File: src/rtl/telemetry_pkg.sv
// Shared types and constants for the telemetry frame scheduler.
package telemetry_pkg;

  typedef enum logic [1:0] {
    ST_IDLE = 2'd0,
    ST_LOAD = 2'd1,
    ST_WAIT = 2'd2
  } state_e;

  localparam logic [7:0]  HDR0        = 8'hAA;
  localparam logic [7:0]  HDR1        = 8'h55;
  localparam int unsigned PERIOD_FAST = 32'd4096;
  localparam int unsigned PERIOD_FULL = 32'd1048576;
  localparam int unsigned FRAME_LEN   = 32'd8;
  localparam int unsigned CNT_W       = 32'd20;

  // Byte idx of a frame built from the given snapshot values.
  function automatic logic [7:0] frame_byte(input logic [2:0]  idx,
                                            input logic [11:0] batt,
                                            input logic [11:0] curr,
                                            input logic [11:0] torq);
    logic [7:0] b;
    case (idx)
      3'd0:    b = HDR0;
      3'd1:    b = HDR1;
      3'd2:    b = {4'h0, batt[11:8]};
      3'd3:    b = batt[7:0];
      3'd4:    b = {4'h0, curr[11:8]};
      3'd5:    b = curr[7:0];
      3'd6:    b = {4'h0, torq[11:8]};
      3'd7:    b = torq[7:0];
      default: b = 8'h00;
    endcase
    return b;
  endfunction

endpackage

File: src/rtl/telem_tmr.sv
// Interval counter: held at zero while disabled, emits tick on the last count and wraps.
module telem_tmr
  import telemetry_pkg::*;
#(
  parameter bit FAST_SIM = 1'b1
) (
  input  logic clk,
  input  logic rst,
  input  logic en,
  output logic tick
);

  localparam logic [CNT_W-1:0] LAST = FAST_SIM ? CNT_W'(PERIOD_FAST - 32'd1)
                                               : CNT_W'(PERIOD_FULL - 32'd1);

  logic [CNT_W-1:0] cnt_q;
  logic [CNT_W-1:0] cnt_d;

  assign tick = en && (cnt_q == LAST);

  always_comb begin
    cnt_d = cnt_q;
    if (!en) begin
      cnt_d = '0;
    end else if (cnt_q == LAST) begin
      cnt_d = '0;
    end else begin
      cnt_d = cnt_q + CNT_W'(1);
    end
  end

  always_ff @(posedge clk) begin
    if (rst) begin
      cnt_q <= '0;
    end else begin
      cnt_q <= cnt_d;
    end
  end

endmodule

File: src/rtl/telemetry_sched.sv
// Periodic telemetry scheduler: snapshots three readings on each interval tick and
// sequences an 8-byte framed packet into the UART transmitter one byte at a time.
module telemetry_sched
  import telemetry_pkg::*;
#(
  parameter bit FAST_SIM = 1'b1
) (
  input  logic        clk,
  input  logic        rst,
  input  logic        en,
  input  logic [11:0] batt,
  input  logic [11:0] avg_curr,
  input  logic [11:0] torque,
  input  logic        tx_done,
  input  logic        clr_ovr,
  output logic [7:0]  tx_data,
  output logic        trmt,
  output logic        busy,
  output logic        overrun
);

  logic        tick;
  state_e      state_q, state_d;
  logic [2:0]  idx_q, idx_d;
  logic [11:0] batt_q, batt_d;
  logic [11:0] curr_q, curr_d;
  logic [11:0] torq_q, torq_d;
  logic [7:0]  tx_data_q, tx_data_d;
  logic        trmt_q, trmt_d;
  logic        busy_q, busy_d;
  logic        ovr_q, ovr_d;
  logic [7:0]  byte_mux;

  telem_tmr #(.FAST_SIM(FAST_SIM)) u_tmr (
    .clk  (clk),
    .rst  (rst),
    .en   (en),
    .tick (tick)
  );

  always_comb begin
    state_d = state_q;
    idx_d   = idx_q;
    batt_d  = batt_q;
    curr_d  = curr_q;
    torq_d  = torq_q;
    case (state_q)
      ST_IDLE: begin
        if (tick) begin
          state_d = ST_LOAD;
          idx_d   = 3'd0;
          batt_d  = batt;
          curr_d  = avg_curr;
          torq_d  = torque;
        end else begin
          state_d = ST_IDLE;
        end
      end
      ST_LOAD: state_d = ST_WAIT;
      ST_WAIT: begin
        if (!tx_done) begin
          state_d = ST_WAIT;
        end else if (idx_q == 3'(FRAME_LEN - 32'd1)) begin
          state_d = ST_IDLE;
        end else begin
          idx_d   = idx_q + 3'd1;
          state_d = ST_LOAD;
        end
      end
      default: state_d = ST_IDLE;
    endcase
  end

  // Outputs are computed from the next state so they are valid in the LOAD cycle itself.
  always_comb begin
    byte_mux  = frame_byte(idx_d, batt_d, curr_d, torq_d);
    trmt_d    = (state_d == ST_LOAD);
    busy_d    = (state_d != ST_IDLE);
    tx_data_d = tx_data_q;
    if (state_d == ST_LOAD) begin
      tx_data_d = byte_mux;
    end else begin
      tx_data_d = tx_data_q;
    end
    if (tick && (state_q != ST_IDLE)) begin
      ovr_d = 1'b1;
    end else if (clr_ovr) begin
      ovr_d = 1'b0;
    end else begin
      ovr_d = ovr_q;
    end
  end

  always_ff @(posedge clk) begin
    if (rst) begin
      state_q   <= ST_IDLE;
      idx_q     <= 3'd0;
      batt_q    <= 12'h000;
      curr_q    <= 12'h000;
      torq_q    <= 12'h000;
      tx_data_q <= 8'h00;
      trmt_q    <= 1'b0;
      busy_q    <= 1'b0;
      ovr_q     <= 1'b0;
    end else begin
      state_q   <= state_d;
      idx_q     <= idx_d;
      batt_q    <= batt_d;
      curr_q    <= curr_d;
      torq_q    <= torq_d;
      tx_data_q <= tx_data_d;
      trmt_q    <= trmt_d;
      busy_q    <= busy_d;
      ovr_q     <= ovr_d;
    end
  end

  assign tx_data = tx_data_q;
  assign trmt    = trmt_q;
  assign busy    = busy_q;
  assign overrun = ovr_q;

endmodule

File: config.mk
export PLATFORM = sky130hd
export DESIGN_NAME = telemetry_sched
export DESIGN_NICKNAME = d
export VERILOG_FILES = /design/src/rtl/telemetry_pkg.sv /design/src/rtl/telem_tmr.sv /design/src/rtl/telemetry_sched.sv
export SDC_FILE = /design/constraint.sdc
export NUM_CORES = 1
export LEC_CHECK = 0
export CORE_AREA = 2 2 104 76
export CTS_BUF_LIST = sky130_fd_sc_hd__clkbuf_8
export CTS_CLUSTER_SIZE = 10
export DETAILED_ROUTE_END_ITERATION = 10
export DIE_AREA = 0 0 106 78
export PLACE_DENSITY_LB_ADDON = 0.2
export SLEW_MARGIN = 20
export SYNTH_ARGS = -nofsm -noshare
export SYNTH_HDL_FRONTEND = slang
export SYNTH_SLANG_ARGS = --single-unit
File: constraint.sdc
create_clock -name clk -period 2.2 [get_ports clk]
set_input_delay 0.44 -clock clk [delete_from_list [all_inputs] [get_ports clk]]
set_output_delay 0.44 -clock clk [all_outputs]
set_load 0.005 [all_outputs]
==> flow_metrics.py <==
metrics = {
    "logic_synthesis": {
        "yosys_warnings": 0,
        "synth.top_cell.area_share_pct": 45.02,
        "syn_area_um2": 3202,
        "synth_nets": 435,
        "synth.avg_cell_area_um2": 8.168,
        "yosysSeqAreaShare_pct": 45.02,
        "synth_xor_area_share_pct": 4.924,
        "async_reset_ff_share_pct": 0,
        "synth.area.top_cells": "dfxtp_1, nand2_1, a21oi_1",
        "syn_inst": 392,
        "synth_cell_types": 53,
        "synth_edf_count": 0,
        "yosysTopAreaCell": "dfxtp_1",
        "synth_compound_gate_area_share_pct": 15.79,
        "synth-seq-cells": 72,
        "synthAdderAreaFrac_pct": 0.7816,
        "synth_top_flop_cell": "dfxtp_1",
        "muxShareOfSynthArea_pct": 4.416,
        "synth_top_family_by_area": "simple AND/OR/NAND/NOR gates",
        "synth_simple_gate_area_share_pct": 25.01,
    },
    "placed_design": {
        "portBuffers": 51,
        "gp_congestion": 0.9321,
        "dp_hpwl_um": 6283,
        "dpl_worst_slack_ps": -509.6,
        "placed_cells": 577,
    },
    "detailed_routing": {
        "wl_per_cell_um": 14.44,
        "wl_met1_um": 4169,
        "wl_met2_um": 3811,
        "vias_per_cell": 5.209,
        "vias": 3115,
        "ant_nets": 0,
        "routed_wl_um": 8635,
        "highest_layer": "met4",
        "drc": 0,
        "routed-wl-met3_um": 571,
        "drt_iter0_markers": 168,
        "first_pass_iters": 4,
    },
    "sta": {
        "tns_ps": 0,
        "finalCriticalPeriod_ps": 2200,
        "fin_ws_ps": 0.09681,
        "hold_slack_ps": 454.0,
        "finalCritPeriodShare_pct": 100.0,
        "rsz0062_at_grt": "yes",
        "slew_viol_final": 0,
        "slew-limit-headroom_pct": 62.71,
        "fin_worst_skew_ps": 10.53,
        "setup_viol": 0,
        "tightest_slew_ps": 559.4,
        "report.final.hold_viol_count": 0,
        "fmax_mhz": 454.6,
    },
    "power": {
        "ir_drop_uv": 294.2,
        "leakagePower_uw": 0.001712,
        "power_uw": 2454,
        "powerDensity_nw_per_um2": 530.0,
    },
    "floorplanning": {
        "dieHeight_um": 78,
        "fp-row-count": 26,
        "io_pins": 52,
        "core_area_um2": 7189,
        "start_util_pct": 44.54,
        "dieArea_um2": 8268,
        "die_w_um": 106,
    },
    "clock_network": {
        "cts_root_buf": "clkbuf_8",
        "clkTransAtPathRegs_ps": 80,
        "cts_buffers": 9,
        "htreeDepth": 3,
        "clkSinkCount": 72,
        "cts_tree": "built",
        "worstSkewPairLatency_ps": 350,
        "clockBufferDepth": 2,
    },
    "layout": {
        "final_net_count": 538,
        "n_antenna_cell": 0,
        "syn2layout_area_growth_pct": 44.59,
        "nFillCells": 619,
        "final_layout_size_suffix_gt1_share_pct": 24.80,
        "fin_cells": 598,
    },
    "flow_run": {
        "maxCapViolations": 0,
    },
    "worst_setup_path": {
        "required_ps": 2480,
        "startpoint_type": "flop",
        "critPathArrivalTime_ps": 2480,
        "critPathBufInv": 1,
        "critPathMaxFanout": 7,
        "rrSetupSlack_ps": 0.1,
        "critPathKind": "flop to flop",
        "path_delay_family": "simple AND/OR/NAND/NOR gates",
        "worstPathCellList": "nor4_4 -> and2_4 -> nand4_4 -> buf_12 -> mux2_2 -> o22ai_1 -> or3_1 -> a21oi_1",
        "cpPeakStageDelay_ps": 370,
        "cp_slowest_cell": "nor4_4",
        "cp-end-kind": "flop",
    },
    "status": {
        "status": "completed",
    },
    "global_routing": {
        "grt_pass1_wl_um": 13810,
        "antenna_found_initial": 0,
        "grt_max_degree": 53,
        "grt_usage_pct": 21.34,
        "grt_pass1_vias": 2866,
        "grt-ovfl-total": 0,
    },
    "min_path": {
        "min_path_type": "flop to flop",
    },
}
==> report_power, final <==
part	leakage [uW]	internal, uW	switching [uW]	total, uW
registers	0.000582	1300	1.04	1310
logic	0.00103	78.6	44.4	123
clock network	0.000103	548	477	1030
total	0.00171	1930	523	2450
==> final cells by class <==
class                   count  area [um^2]  area share, %
multi-input cells         290         1805          39.00
flip-flops and latches     72         1446          31.24
repair buffers            115         1031          22.27
clock buffers              10        137.6          2.973
well taps                  98        122.6          2.649
clock inverters             6        60.06          1.297
inverters                   7        26.28         0.5676
==> flip-flops by register name, indices dropped and copies added, names as in the netlist <==
register	cells
batt_q	12
busy	1
curr_q	12
idx_q	3
overrun	1
state_q	2
torq_q	12
trmt	1
tx_data	8
u_tmr.cnt_q	20
==> synth_stat cells (2+ instances only) <==
library cell,instances
nand3_1,12
a21oi_2,2
buf_6,2
and3_1,9
ha_1,2
nand2b_1,2
inv_1,7
mux2i_1,4
o22ai_1,4
nand4_1,5
a32oi_1,2
a31oi_1,3
a21oi_1,44
xor2_1,10
nor2b_1,3
nor4_1,3
dfxtp_1,72
a21o_1,2
and2_1,2
nor2_1,35
nand2_1,92
a31o_2,2
a221oi_1,2
or3_1,2
clkbuf_1,18
nor3_1,4
xnor2_1,8
buf_2,2
mux2_2,9
o21ai_0,5
==> per-layer routing <==
layer  vias up  GRT usage (%)
met1      1467          30.24
met4         0          6.316
met2        88          32.26
met5         -              0
li1       1551              -
met3         9          5.042
==> worst paths after layout <==
kind,to,depth (start not counted),from
max,tx_data[4],8,u_tmr.cnt_q[13]
min,curr_q[1],2,curr_q[1]
max reg2reg,tx_data[4],8,u_tmr.cnt_q[13]
min reg2reg,curr_q[1],2,curr_q[1]
==> repair_timing <==
action | in CTS | in global routing
gates resized for setup | 13 | 23
hold buffers | 0 | 0
pin swaps | 5 | 8
gates cloned | 0 | 1
endpoints found under the setup margin | 8 | 8
buffers inserted | 1 | 3
==> per-stage QoR <==
step / utilization (%) / instance area, um^2
after CTS: 62.44 / 4489
after global placement: 58.77 / 4225
after global routing: 64.39 / 4629
final: 64.39 / 4629
after floorplan: - / 3227
after detailed placement: 58.77 / 4225
==> tightest hold or removal path, delay by kind of cell, from the launching register on <==
kind,cells,cell delay (ps)
and+or+nand+nor,1,50
AOI/OAI and AO/OA,1,50
DFF,1,310
==> cell usage in the layout, fill, tap and decap left out, types with 3 or more instances in the layout <==
cell and count:
nand3_1 9, o22ai_1 4, clkdlybuf4s50_1 49, inv_1 8, nand4_1 5, nor2_1 35
buf_4 60, a21oi_2 4, nor3_1 4, dfxtp_2 4, mux2_2 7, xor2_1 10
clkbuf_8 10, nand2_1 92, o21ai_1 3, a21oi_1 42, dfxtp_1 68, nand3_2 3
and3_1 8, xnor2_1 8
==> cell families after synthesis <==
group / Yosys count
compound gates: 80
xor+xnor: 18
fa+ha+maj: 2
buf+inv: 30
flops: 72
mux: 13
simple gates: 177
(Power assumes the default switching activity.)
